<file path="config.mk">
export PLATFORM = sky130hd
export DESIGN_NAME = fetch_stage_flat
export DESIGN_NICKNAME = d
export VERILOG_FILES = /design/src/rtl/fetch_stage_if.sv /design/src/rtl/fetch_stage.sv /design/src/flat_wrapper.sv
export SDC_FILE = /design/constraint.sdc
export NUM_CORES = 1
export LEC_CHECK = 0
export ABC_AREA = 1
export CORE_ASPECT_RATIO = 1.1
export CORE_MARGIN = 2
export CORE_UTILIZATION = 48
export DETAILED_ROUTE_END_ITERATION = 7
export PLACE_DENSITY = 0.8
export SYNTH_ARGS = -nofsm -noshare
export SYNTH_HDL_FRONTEND = slang
export SYNTH_SLANG_ARGS = --single-unit
</file>
<file path="constraint.sdc">
create_clock -name clk -period 2.6 [get_ports clk]
set_clock_uncertainty 0.15 [all_clocks]
set_input_delay 0.52 -clock clk [delete_from_list [all_inputs] [get_ports clk]]
set_output_delay 0.52 -clock clk [all_outputs]
set_load 0.03 [all_outputs]
</file>
<file path="src/rtl/fetch_stage_if.sv">
// Bundle of the fetch stage's hazard, redirect, instruction-memory and IF/ID
// signals; clock and reset stay outside as plain ports.
interface fetch_stage_if #(
  parameter int DBITS               = 32,
  parameter int IMEM_ADDR_BIT_WIDTH = 11
);
  logic                           stall;
  logic                           redirect_valid;
  logic [DBITS-1:0]               redirect_pc;
  logic [31:0]                    imem_data;
  logic [IMEM_ADDR_BIT_WIDTH-1:0] imem_addr;
  logic [DBITS-1:0]               if_pc;
  logic [DBITS-1:0]               if_pc_plus4;
  logic [31:0]                    if_inst;
  logic                           if_valid;
  logic                           fetch_fault;
  logic [31:0]                    fetch_count;

  // Driven side: hazard unit, execute redirect and instruction memory
  modport master (
    output stall, redirect_valid, redirect_pc, imem_data,
    input  imem_addr, if_pc, if_pc_plus4, if_inst, if_valid, fetch_fault, fetch_count
  );

  modport slave (
    input  stall, redirect_valid, redirect_pc, imem_data,
    output imem_addr, if_pc, if_pc_plus4, if_inst, if_valid, fetch_fault, fetch_count
  );
endinterface

</file>
<file path="src/rtl/fetch_stage.sv">
// Instruction fetch stage: PC register, IF/ID pipeline register and a small
// BOOT/RUN/STALLED/FAULT controller handling stalls and branch redirects.
module fetch_stage #(
  parameter int               DBITS               = 32,
  parameter logic [DBITS-1:0] START_PC            = DBITS'(32'h40),
  parameter int               IMEM_ADDR_BIT_WIDTH = 11
) (
  input  logic          clk,
  input  logic          reset_n,
  fetch_stage_if.slave  bus
);

  typedef enum logic [1:0] {
    ST_BOOT    = 2'd0,
    ST_RUN     = 2'd1,
    ST_STALLED = 2'd2,
    ST_FAULT   = 2'd3
  } state_t;

  state_t           state_q, state_d;
  logic [DBITS-1:0] pc_q, pc_d;
  logic [DBITS-1:0] if_pc_q, if_pc_d;
  logic [31:0]      if_inst_q, if_inst_d;
  logic             if_valid_q, if_valid_d;
  logic             fault_q, fault_d;
  logic [31:0]      count_q, count_d;

  logic redirect_misaligned;
  assign redirect_misaligned = bus.redirect_valid && (bus.redirect_pc[1:0] != 2'b00);

  // State register
  always_ff @(posedge clk or negedge reset_n) begin
    if (!reset_n) begin
      state_q <= ST_BOOT;
    end else begin
      state_q <= state_d;
    end
  end

  // Next-state logic; a redirect always wins over stall
  always_comb begin
    state_d = state_q;
    case (state_q)
      ST_BOOT: begin
        state_d = redirect_misaligned ? ST_FAULT : ST_RUN;
      end
      ST_RUN, ST_STALLED: begin
        if (bus.redirect_valid) begin
          state_d = redirect_misaligned ? ST_FAULT : ST_RUN;
        end else if (bus.stall) begin
          state_d = ST_STALLED;
        end else begin
          state_d = ST_RUN;
        end
      end
      default: state_d = ST_FAULT;
    endcase
  end

  // Datapath next values selected by the current state and inputs
  always_comb begin
    pc_d       = pc_q;
    if_pc_d    = if_pc_q;
    if_inst_d  = if_inst_q;
    if_valid_d = if_valid_q;
    fault_d    = fault_q;
    count_d    = count_q;
    case (state_q)
      ST_BOOT: begin
        if_inst_d  = 32'h0;
        if_valid_d = 1'b0;
        if (redirect_misaligned) begin
          fault_d = 1'b1;
        end
      end
      ST_RUN, ST_STALLED: begin
        if (bus.redirect_valid) begin
          // Bubble keeps the old if_pc; only inst/valid are cleared
          if_inst_d  = 32'h0;
          if_valid_d = 1'b0;
          if (redirect_misaligned) begin
            fault_d = 1'b1;
          end else begin
            pc_d = bus.redirect_pc;
          end
        end else if (!bus.stall) begin
          pc_d       = pc_q + DBITS'(4);
          if_pc_d    = pc_q;
          if_inst_d  = bus.imem_data;
          if_valid_d = 1'b1;
          count_d    = count_q + 32'd1;
        end
      end
      default: begin
        if_inst_d  = 32'h0;
        if_valid_d = 1'b0;
        fault_d    = 1'b1;
      end
    endcase
  end

  always_ff @(posedge clk or negedge reset_n) begin
    if (!reset_n) begin
      pc_q       <= START_PC;
      if_pc_q    <= START_PC;
      if_inst_q  <= 32'h0;
      if_valid_q <= 1'b0;
      fault_q    <= 1'b0;
      count_q    <= 32'h0;
    end else begin
      pc_q       <= pc_d;
      if_pc_q    <= if_pc_d;
      if_inst_q  <= if_inst_d;
      if_valid_q <= if_valid_d;
      fault_q    <= fault_d;
      count_q    <= count_d;
    end
  end

  // Memory address comes from the registered PC only, never from redirect_pc
  assign bus.imem_addr   = pc_q[IMEM_ADDR_BIT_WIDTH+1:2];
  assign bus.if_pc       = if_pc_q;
  assign bus.if_pc_plus4 = if_pc_q + DBITS'(4);
  assign bus.if_inst     = if_inst_q;
  assign bus.if_valid    = if_valid_q;
  assign bus.fetch_fault = fault_q;
  assign bus.fetch_count = count_q;

endmodule

</file>
<file path="src/flat_wrapper.sv">
// flat-port wrapper written by rule: the top's interface ports become plain ports
module fetch_stage_flat 
#(
  parameter int               DBITS               = 32,
  parameter logic [DBITS-1:0] START_PC            = DBITS'(32'h40),
  parameter int               IMEM_ADDR_BIT_WIDTH = 11
)
  (clk, reset_n, bus_stall, bus_redirect_valid, bus_redirect_pc, bus_imem_data, bus_imem_addr, bus_if_pc, bus_if_pc_plus4, bus_if_inst, bus_if_valid, bus_fetch_fault, bus_fetch_count);
  fetch_stage_if #(.DBITS(DBITS), .IMEM_ADDR_BIT_WIDTH(IMEM_ADDR_BIT_WIDTH)) bus_i ();
  input  logic clk;
  input  logic reset_n;
  input wire logic [$bits(bus_i.stall)-1:0] bus_stall;
  input wire logic [$bits(bus_i.redirect_valid)-1:0] bus_redirect_valid;
  input wire logic [$bits(bus_i.redirect_pc)-1:0] bus_redirect_pc;
  input wire logic [$bits(bus_i.imem_data)-1:0] bus_imem_data;
  output wire logic [$bits(bus_i.imem_addr)-1:0] bus_imem_addr;
  output wire logic [$bits(bus_i.if_pc)-1:0] bus_if_pc;
  output wire logic [$bits(bus_i.if_pc_plus4)-1:0] bus_if_pc_plus4;
  output wire logic [$bits(bus_i.if_inst)-1:0] bus_if_inst;
  output wire logic [$bits(bus_i.if_valid)-1:0] bus_if_valid;
  output wire logic [$bits(bus_i.fetch_fault)-1:0] bus_fetch_fault;
  output wire logic [$bits(bus_i.fetch_count)-1:0] bus_fetch_count;
  assign bus_i.stall = bus_stall;
  assign bus_i.redirect_valid = bus_redirect_valid;
  assign bus_i.redirect_pc = bus_redirect_pc;
  assign bus_i.imem_data = bus_imem_data;
  assign bus_imem_addr = bus_i.imem_addr;
  assign bus_if_pc = bus_i.if_pc;
  assign bus_if_pc_plus4 = bus_i.if_pc_plus4;
  assign bus_if_inst = bus_i.if_inst;
  assign bus_if_valid = bus_i.if_valid;
  assign bus_fetch_fault = bus_i.fetch_fault;
  assign bus_fetch_count = bus_i.fetch_count;
  fetch_stage #(.DBITS(DBITS), .START_PC(START_PC), .IMEM_ADDR_BIT_WIDTH(IMEM_ADDR_BIT_WIDTH)) u_core (.clk(clk), .reset_n(reset_n), .bus(bus_i));
endmodule
</file>
==> impl_metrics.env, run 1 <==
export IMPL_outcome="finished with violations"
export IMPL_violated_checks="negative setup slack"
export IMPL_worst_slack_ns=-0.0194
export IMPL_max_slew_worst_pin_slew_ns=0.468
export IMPL_crit_type="flop to output pin"
export IMPL_insertedDiodeCount=0
export IMPL_grt_first_pass_wirelength_mm=35.4
export IMPL_worstSetupEndpoint="bus_if_pc_plus4[23]"
export IMPL_numPlacedInstances=1448
export IMPL_finalSetupViolCount=1
export IMPL_holdCritPathClass="flop to flop"
export IMPL_number_of_enable_flip_flop_cells_after_synthesis=0
export IMPL_cp_data_arrival_time_ns=1.95
export IMPL_cp_slowest_stage_delay_ns=0.57
export IMPL_htreeDepth=4
export IMPL_yosys_warnings=0
export IMPL_die_width_um=123
export IMPL_syn_avg_cell_area_um2=7.11
export IMPL_drt_wirelength_per_cell_um=15.0
export IMPL_synth_ff_latch_count=132
export IMPL_dp_hpwl_mm=16.7
export IMPL_vdd_ir_drop_worst_mv=0.541
export IMPL_drt_iter0_markers=618
export IMPL_final_util_pct=70.9
export IMPL_grt_start_max_net_pins=55
export IMPL_post_synth_inst_count=1055
export IMPL_grt_overflow=0
export IMPL_max_freq_mhz=382
export IMPL_grt_pass1_vias=7100
export IMPL_timing_final_crit_period_ns=2.62
export IMPL_cts_reportedPaths_clkPinSlew_ns=0.05
export IMPL_route_top_layer_used="met4"
export IMPL_power_density_nw_per_um2=1080
export IMPL_crit_path_start="u_core.bus.if_pc[6]"
export IMPL_timing_critical_path_max_delay_family="flip-flops"
export IMPL_core_area_um2=15200
export IMPL_remaining_routing_drc_violations=0
export IMPL_die_area_um2=16600
export IMPL_timing_max_cap_violations=0
export IMPL_worstRegToRegCells=7
export IMPL_gp_congestion=0.934
export IMPL_final_nets=1354
export IMPL_area_added_between_synthesis_and_finish_pct=43.4
export IMPL_synth_async_sr_flop_share_pct=100
export IMPL_worst_path_max_delay_cell="sky130_fd_sc_hd__dfstp_2"
export IMPL_p_leak_nw=4.78
export IMPL_critical_path_startpoint_type="flop"
export IMPL_instances_no_fill=1489
export IMPL_clock_sinks=132
export IMPL_cp_num_cells=7
export IMPL_routed_via_count=7643
export IMPL_critPathCaptureType="output pin"
export IMPL_cts_path_max_buffers=2
export IMPL_worstReg2RegEnd="u_core.pc_q[10]"
export IMPL_cp_data_required_time_ns=1.93
export IMPL_final_period_utilization_pct=101
export IMPL_finalHoldViolCount=0
export IMPL_cp_max_fo=4
export IMPL_start_util_pct=49.4
export IMPL_critical_path_n_buffers_inverters=2
export IMPL_met3WireLength_mm=1.89
export IMPL_crit_reg2reg_launch="u_core.state_q[0]"
export IMPL_cpMostUsedCell="sky130_fd_sc_hd__buf_4"
export IMPL_worst_skew_late_latency_ns=0.42
export IMPL_cell_chain_of_the_critical_path="nand2_2, nor2_4, nand2_4, nor3_2, buf_4, xor2_1, buf_4"
export IMPL_synth_cell_area_um2=7500
export IMPL_die_height_um=135
export IMPL_met2RoutedLength_mm=10.4
export IMPL_final_layout_size_suffix_gt1_share_pct=12.0
export IMPL_drt_vias_per_instance=5.13
export IMPL_first_pass_iters=7
export IMPL_slew_headroom_pct=68.8
export IMPL_initial_antenna_violation_count=0
export IMPL_grt_use_total_pct=27.3
export IMPL_tritoncts="done"
export IMPL_cts_buffers_inserted=17
export IMPL_drt_met1_wl_mm=9.50
export IMPL_syn_nets=1128
export IMPL_postSynth_topFlopCell="sky130_fd_sc_hd__dfrtp_1"
export IMPL_synth_seq_area_share_pct=44.1
export IMPL_ctsRootBufferMaster="sky130_fd_sc_hd__clkbuf_16"
export IMPL_final_max_slew_viol_count=0
export IMPL_number_of_distinct_library_cells_after_synthesis=30
export IMPL_routed_wirelength_mm=22.3
export IMPL_setup_repair_after_global_routing_missed_its_margin="yes"
export IMPL_rows=47
export IMPL_final_antenna_net_count=0
export IMPL_setup_reg_to_reg_worst_slack_ns=0.55
export IMPL_portBuffers=208
export IMPL_design_portCount=209
-- cell usage in the layout, fill, tap and decap left out, drive strengths merged --
cell type,instances
a211oi,1
a21oi,13
and2,2
buf,61
bufinv,5
clkbuf,19
clkdlybuf4s50,179
clkinv,4
clkinvlp,2
dfrtp,130
dfstp,2
dlygate4sd2,4
dlygate4sd3,1
ha,5
inv,115
nand2,362
nand3,53
nand3b,10
nand4,9
nor2,150
nor3,16
nor3b,1
o211ai,7
o21ai,92
o221ai,2
o22ai,3
xnor2,14
xor2,31
-- metrics by stage --
step	instance area, um^2	hold slack, ns	setup WS (ns)	power (mW)	setup TNS (ns)
floorplan	7500	0.0744	0.0250	6.60	0
global placement	9810	0.317	0.139	8.67	0
detailed placement	9810	0.339	0.116	8.77	0
CTS	10600	0.353	-0.0486	11.5	-0.0992
global route	10800	0.385	-0.103	12.2	-0.899
finish	10800	0.351	-0.0194	11.6	-0.0194
-- worst reg2reg max path, stage by stage, from the launching register on --
cell	delay, ns
sky130_fd_sc_hd__dfrtp_1	0.35
sky130_fd_sc_hd__inv_1	0.05
sky130_fd_sc_hd__ha_1	0.35
sky130_fd_sc_hd__nand2_2	0.25
sky130_fd_sc_hd__buf_4	0.43
sky130_fd_sc_hd__a21oi_1	0.10
sky130_fd_sc_hd__o21ai_0	0.12
sky130_fd_sc_hd__o211ai_1	0.12
-- logic make-up after synthesis --
| kind of cell | share of synthesized area [%] |
|---|---|
| AO/OA/AOI/OAI | 8.36 |
| AND/OR/NAND/NOR | 33.0 |
| buffers and inverters | 8.44 |
| flip-flops | 44.1 |
| adder cells (fa/ha/maj) | 0.834 |
| XOR/XNOR | 5.26 |
-- repair_timing --
| action | CTS | global route |
|---|---|---|
| gates resized for setup | 39 | 33 |
| pin swaps | 9 | 18 |
| hold buffers | 1 | 0 |
| buffers inserted | 5 | 4 |
| cloned | 0 | 0 |
| hold endpoints to repair | 27 | 0 |
| endpoints found under the setup margin | 23 | 23 |
-- area by class of cell --
cell class / count / area (um^2)
Clock buffer: 19 / 453
Multi-Input combinational cell: 771 / 3780
Inverter: 114 / 429
Sequential cell: 132 / 3310
Timing Repair Buffer: 245 / 2330
Clock inverter: 12 / 201
Tap cell: 196 / 245
Fill cell: 1225 / 4420
-- synth_stat cells (8+ instances only) --
library cell               number  share of area [%]
sky130_fd_sc_hd__a21oi_1       13               0.87
sky130_fd_sc_hd__buf_4         14                1.4
sky130_fd_sc_hd__clkbuf_1      16               0.80
sky130_fd_sc_hd__dfrtp_1      130                 43
sky130_fd_sc_hd__inv_1        110                5.5
sky130_fd_sc_hd__nand2_1      358                 18
sky130_fd_sc_hd__nand3_1       53                3.5
sky130_fd_sc_hd__nand3b_1      10                1.0
sky130_fd_sc_hd__nand4_1        9               0.75
sky130_fd_sc_hd__nor2_1       140                7.0
sky130_fd_sc_hd__nor2_2         8               0.67
sky130_fd_sc_hd__nor3_1        16                1.1
sky130_fd_sc_hd__o21ai_0       90                6.0
sky130_fd_sc_hd__xnor2_1       14                1.6
sky130_fd_sc_hd__xor2_1        31                3.6
-- metal layers --
layer | vias up | global-route usage, %
li1 | 3750 | -
met1 | 3523 | 37.0
met2 | 332 | 42.7
met3 | 38 | 7.31
met4 | 0 | 8.59
met5 | - | 0
-- registers in the layout, summed over array words and instances, names as in the netlist --
| register | cells |
|---|---|
| u_core.state_q | 2 |
| u_core.bus.fetch_count | 32 |
| u_core.bus.if_inst | 32 |
| u_core.pc_q | 32 |
| u_core.bus.if_pc | 32 |
| u_core.bus.fetch_fault | 1 |
| u_core.bus.if_valid | 1 |
-- worst min path at each step --
stage / cells past startpoint / end / from / slack [ns]
global placement: 2 / u_core.pc_q[1] / u_core.pc_q[1] / 0.32
floorplan: 0 / u_core.bus.fetch_count[0] / reset_n / 0.07
finish: 2 / u_core.pc_q[1] / u_core.pc_q[1] / 0.35
detailed placement: 2 / u_core.pc_q[31] / u_core.pc_q[31] / 0.34
CTS: 2 / u_core.pc_q[1] / u_core.pc_q[1] / 0.35
global route: 2 / u_core.pc_q[1] / u_core.pc_q[1] / 0.39
-- report_power, final --
part           internal (mW)  switching, mW  leakage (nW)
Sequential              2.71          0.739          1.71
Combinational           2.03           3.44          2.75
Clock                   1.75          0.897         0.316
Total                   6.49           5.07          4.78
Note: power is estimated with default switching activity, not from simulation.
==> run 2: changes to the inputs <==
Settings changed: SKIP_LAST_GASP set to 1.
==> run 2 against run 1 <==
- the run still ends with negative setup slack left
- clock power hardly changed
- via count is 0.30% higher
- die area stayed put
- critical path depth stayed put
- cell count stayed put
- first-iteration DRC count is 5.3% higher
- register-to-register slack hardly changed
- sequential power hardly changed
- sequential share of layout area hardly changed
- critical path type unchanged
- critical endpoint unchanged
==> impl_metrics.env, run 2 (synthesis gave the netlist of run 1 again) <==
export IMPL_outcome="finished with violations"
export IMPL_violated_checks="negative setup slack"
export IMPL_cts_path_max_buffers=2
export IMPL_timing_final_crit_period_ns=2.62
export IMPL_holdCritPathClass="flop to flop"
export IMPL_timing_max_cap_violations=0
export IMPL_cts_buffers_inserted=17
export IMPL_cts_reportedPaths_clkPinSlew_ns=0.06
export IMPL_p_leak_nw=4.79
export IMPL_fill_cells=1228
export IMPL_clock_sinks=132
export IMPL_first_pass_iters=6
export IMPL_ctsRootBufferMaster="sky130_fd_sc_hd__clkbuf_16"
export IMPL_grt_overflow=0
export IMPL_htreeDepth=4
export IMPL_design_portCount=209
export IMPL_most_common_layout_cells="sky130_fd_sc_hd__nand2_1 (353), sky130_fd_sc_hd__clkdlybuf4s50_1 (179), sky130_fd_sc_hd__nor2_1 (128), sky130_fd_sc_hd__dfrtp_1 (125), sky130_fd_sc_hd__inv_1 (110)"
export IMPL_critical_path_startpoint_type="flop"
export IMPL_initial_antenna_violation_count=0
export IMPL_cp_max_fo=4
export IMPL_seqCellArea_um2=3310
export IMPL_setup_reg_to_reg_worst_slack_ns=0.56
export IMPL_routed_via_count=7666
export IMPL_max_freq_mhz=382
export IMPL_tritoncts="done"
export IMPL_placement_cell_area_um2=9810
export IMPL_finalHoldViolCount=0
export IMPL_insertedDiodeCount=0
export IMPL_max_slew_worst_pin_slew_ns=0.468
export IMPL_dp_hpwl_mm=16.7
export IMPL_worst_skew_late_latency_ns=0.42
export IMPL_cp_data_required_time_ns=1.93
export IMPL_slew_headroom_pct=68.8
export IMPL_die_height_um=135
export IMPL_final_common_cell="sky130_fd_sc_hd__nand2_1"
export IMPL_grt_use_total_pct=27.3
export IMPL_multi_input_comb_area_um2=3770
export IMPL_drt_vias_per_instance=5.15
export IMPL_grt_first_pass_wirelength_mm=35.4
export IMPL_die_width_um=123
export IMPL_grt_start_max_net_pins=55
export IMPL_remaining_routing_drc_violations=0
export IMPL_core_area_um2=15200
export IMPL_final_period_utilization_pct=101
export IMPL_start_util_pct=49.4
export IMPL_final_nets=1354
export IMPL_final_max_slew_viol_count=0
export IMPL_finalSetupViolCount=3
export IMPL_power_density_nw_per_um2=1080
export IMPL_critPathCaptureType="output pin"
export IMPL_vdd_ir_drop_worst_mv=0.540
export IMPL_drt_iter0_markers=651
export IMPL_final_util_pct=70.8
export IMPL_final_layout_size_suffix_gt1_share_pct=11.7
export IMPL_total_power_mw=11.6
export IMPL_postLayoutCellArea_um2=10700
export IMPL_setup_repair_after_global_routing_missed_its_margin="yes"
export IMPL_cp_data_arrival_time_ns=1.95
export IMPL_portBuffers=208
export IMPL_drt_wirelength_per_cell_um=15.0
export IMPL_routed_wirelength_mm=22.3
export IMPL_die_area_um2=16600
export IMPL_final_antenna_net_count=0
export IMPL_gp_congestion=0.934
export IMPL_crit_type="flop to output pin"
export IMPL_worst_slack_ns=-0.0158
export IMPL_rows=47
export IMPL_grt_pass1_vias=7100
export IMPL_area_added_between_synthesis_and_finish_pct=43.3
[run 2: final cells by class]
cell class | count | share of cell area [%]
well taps | 196 | 2.28
clock inverters | 12 | 1.87
repair buffers | 245 | 21.7
flip-flops and latches | 132 | 30.8
inverters | 114 | 3.99
clock buffers | 19 | 4.22
multi-input cells | 771 | 35.1
[run 2: repair_timing]
action / in CTS / in global routing
hold buffers: 1 / 0
endpoints found under the hold margin: 27 / 0
setup buffers: 5 / 4
setup endpoints to repair: 23 / 24
gates resized for setup: 34 / 32
cloned: 0 / 0
pin swaps: 9 / 18
[run 2: worst max-delay path, cell delays in order, from the launching register on]
cell	delay (ns)
sky130_fd_sc_hd__dfstp_2	0.57
sky130_fd_sc_hd__nand2_2	0.09
sky130_fd_sc_hd__nor2_4	0.12
sky130_fd_sc_hd__nand2_4	0.09
sky130_fd_sc_hd__nor3_2	0.18
sky130_fd_sc_hd__buf_4	0.15
sky130_fd_sc_hd__xor2_1	0.15
sky130_fd_sc_hd__buf_4	0.18
[run 2: through the flow]
step                hold WS, ns  TNS, ns  setup slack (ns)  cells
detailed placement        0.339        0             0.116   1448
global placement          0.317        0             0.139   1448
CTS                       0.353   -0.208           -0.0885   1485
global route              0.385   -0.952           -0.0995   1489
floorplan                0.0744        0            0.0250   1055
finish                    0.351  -0.0226           -0.0158   1489
[run 2: power breakdown]
group          leakage [nW]  total [mW]  internal (mW)  switching (mW)
logic                  2.76        5.48           2.04            3.44
clock network         0.316        2.64           1.75           0.894
registers              1.71        3.45           2.71           0.744
total                  4.79        11.6           6.50            5.07
[run 2: worst paths after layout]
check	end	cells past startpoint	start
worst max-delay path	bus_if_pc_plus4[23]	7	u_core.bus.if_pc[6]
max in group asynchronous	u_core.state_q[0]	3	reset_n
worst min-delay path	u_core.pc_q[1]	2	u_core.pc_q[1]
worst max register to register	u_core.bus.fetch_count[23]	9	u_core.state_q[0]
worst min register to register	u_core.pc_q[1]	2	u_core.pc_q[1]
min in group asynchronous	u_core.bus.if_inst[27]	2	reset_n
[run 2: metal layers]
metal  global-route usage, %  wire length [um]  share of wire [%]
met5                       0                 0                  0
met3                    7.31              1830                8.2
met1                    37.0              9640                 43
met4                    8.59               502                2.2
met2                    42.7             10400                 46
==> run 3: changes to the inputs <==
Clock period 2.6 ns to 3 ns, I/O delays scaled along.
==> run 3 against run 2 <==
- the run now ends clean
- die area is the same
- setup slack gained 0.13 ns
- global-route usage shrank 0.053 points
- register-to-register slack gained 0.31 ns
- core utilization shrank 2.6 points
- combinational power shrank 18%
- sequential share of layout area grew 1.1 points
- sequential cell count is the same
- via count shrank 1.7%
==> impl_metrics.env, run 3 (synthesis gave the netlist of run 1 again) <==
export IMPL_outcome="finished clean"
export IMPL_critical_path_startpoint_type="flop"
export IMPL_final_layout_size_suffix_gt1_share_pct=7.62
export IMPL_total_power_mw=9.51
export IMPL_drt_iter0_markers=529
export IMPL_cp_max_fo=5
export IMPL_drt_vias_per_instance=5.13
export IMPL_cts_path_max_buffers=2
export IMPL_max_freq_mhz=346
export IMPL_critical_path_n_buffers_inverters=2
export IMPL_grt_use_total_pct=27.2
export IMPL_finalSetupViolCount=0
export IMPL_timing_final_crit_period_ns=2.89
export IMPL_grt_start_max_net_pins=56
export IMPL_cp_data_required_time_ns=2.25
export IMPL_ctsRootBufferMaster="sky130_fd_sc_hd__clkbuf_16"
export IMPL_final_nets=1335
export IMPL_remaining_routing_drc_violations=0
export IMPL_cts_reportedPaths_clkPinSlew_ns=0.06
export IMPL_htreeDepth=4
export IMPL_placement_cell_area_um2=9750
export IMPL_slew_headroom_pct=57.6
export IMPL_area_added_between_synthesis_and_finish_pct=38.0
export IMPL_first_pass_iters=5
export IMPL_design_portCount=209
export IMPL_cell_chain_of_the_critical_path="ha_2, nand2_1, nor2_4, inv_1, nor3_1, xor2_1, clkbuf_2"
export IMPL_fin_worst_hold_slack_ns=0.0365
export IMPL_power_density_nw_per_um2=919
export IMPL_initial_antenna_violation_count=0
export IMPL_totalNegativeSetupSlack_ns=0
export IMPL_start_util_pct=49.4
export IMPL_final_common_cell="sky130_fd_sc_hd__nand2_1"
export IMPL_grt_first_pass_wirelength_mm=35.3
export IMPL_timing_max_cap_violations=0
export IMPL_max_slew_worst_pin_slew_ns=0.636
export IMPL_core_area_um2=15200
export IMPL_rows=47
export IMPL_p_leak_nw=4.60
export IMPL_insertedDiodeCount=0
export IMPL_die_height_um=135
export IMPL_worst_path_max_delay_cell="sky130_fd_sc_hd__dfrtp_1"
export IMPL_crit_type="flop to output pin"
export IMPL_most_common_layout_cells="sky130_fd_sc_hd__nand2_1 (357), sky130_fd_sc_hd__clkdlybuf4s50_1 (181), sky130_fd_sc_hd__nor2_1 (135), sky130_fd_sc_hd__dfrtp_1 (128), sky130_fd_sc_hd__inv_1 (110)"
export IMPL_drt_wirelength_per_cell_um=14.9
export IMPL_clock_sinks=132
export IMPL_cp_slowest_stage_delay_ns=0.41
export IMPL_worst_skew_late_latency_ns=0.42
export IMPL_portBuffers=208
export IMPL_final_antenna_net_count=0
export IMPL_cts_buffers_inserted=17
export IMPL_cp_data_arrival_time_ns=2.14
export IMPL_dp_hpwl_mm=16.4
export IMPL_final_period_utilization_pct=96.2
export IMPL_routed_via_count=7537
export IMPL_finalHoldViolCount=0
export IMPL_die_area_um2=16600
export IMPL_vdd_ir_drop_worst_mv=0.434
export IMPL_fill_cells=1281
export IMPL_die_width_um=123
export IMPL_setup_repair_after_global_routing_missed_its_margin="yes"
export IMPL_grt_pass1_vias=7034
export IMPL_final_max_slew_viol_count=0
export IMPL_instances_no_fill=1469
export IMPL_seqCellArea_um2=3310
export IMPL_gp_congestion=0.924
export IMPL_critPathCaptureType="output pin"
export IMPL_grt_overflow=0
export IMPL_multi_input_comb_area_um2=3620
export IMPL_postLayoutCellArea_um2=10300
export IMPL_tritoncts="done"
export IMPL_numPlacedInstances=1437
export IMPL_timing_critical_path_max_delay_family="simple AND/OR/NAND/NOR gates"
export IMPL_routed_wirelength_mm=21.9
export IMPL_holdCritPathClass="input port to async pin"
-- run 3: final cells by class --
cell class | count | area share (%)
clock buffers | 21 | 4.45
clock inverters | 9 | 1.02
inverters | 114 | 4.15
multi-input cells | 771 | 34.9
flip-flops and latches | 132 | 32.0
well taps | 196 | 2.37
repair buffers | 226 | 21.1
-- run 3: worst paths after layout --
| path | start | slack, ns | endpoint | cells past startpoint |
|---|---|---|---|---|
| hold reg to reg | u_core.pc_q[0] | 0.34 | u_core.pc_q[0] | 2 |
| setup reg to reg | u_core.state_q[0] | 0.87 | u_core.pc_q[7] | 7 |
| max in group asynchronous | reset_n | 1.86 | u_core.bus.if_inst[24] | 2 |
| hold / removal | reset_n | 0.04 | u_core.bus.if_inst[1] | 1 |
| setup / recovery | u_core.bus.if_pc[3] | 0.11 | bus_if_pc_plus4[22] | 7 |
| min in group clk | u_core.pc_q[0] | 0.34 | u_core.pc_q[0] | 2 |
-- run 3: what timing repair did --
item                                    in CTS  in global routing
hold buffers                                 0                  0
pin swaps                                    0                  3
endpoints found under the setup margin      23                 23
gates resized for setup                     37                 41
gates cloned                                 0                  0
setup buffers                                0                  2
-- run 3: through the flow --
step / setup slack [ns] / utilization [%]
2_1_floorplan: 0.262 / -
3_3_place_gp: 0.136 / 64.3
3_5_place_dp: 0.0540 / 64.3
4_1_cts: -0.128 / 67.9
5_1_grt: -0.0180 / 68.2
6_report: 0.113 / 68.2
-- run 3: metal layers --
metal	vias up	track usage (%)	part of all wire (%)
met2	285	42.7	46
met4	0	9.53	2.8
met3	46	7.31	8.1
met5	-	0	0
met1	3497	36.4	43
li1	3709	-	-
-- run 3: power breakdown --
| group | total, mW | internal, mW | leakage (nW) | switching, mW |
|---|---|---|---|---|
| Sequential | 3.03 | 2.34 | 1.72 | 0.684 |
| Clock | 2.01 | 1.25 | 0.279 | 0.759 |
| Combinational | 4.47 | 1.64 | 2.60 | 2.83 |
| Total | 9.51 | 5.24 | 4.60 | 4.27 |
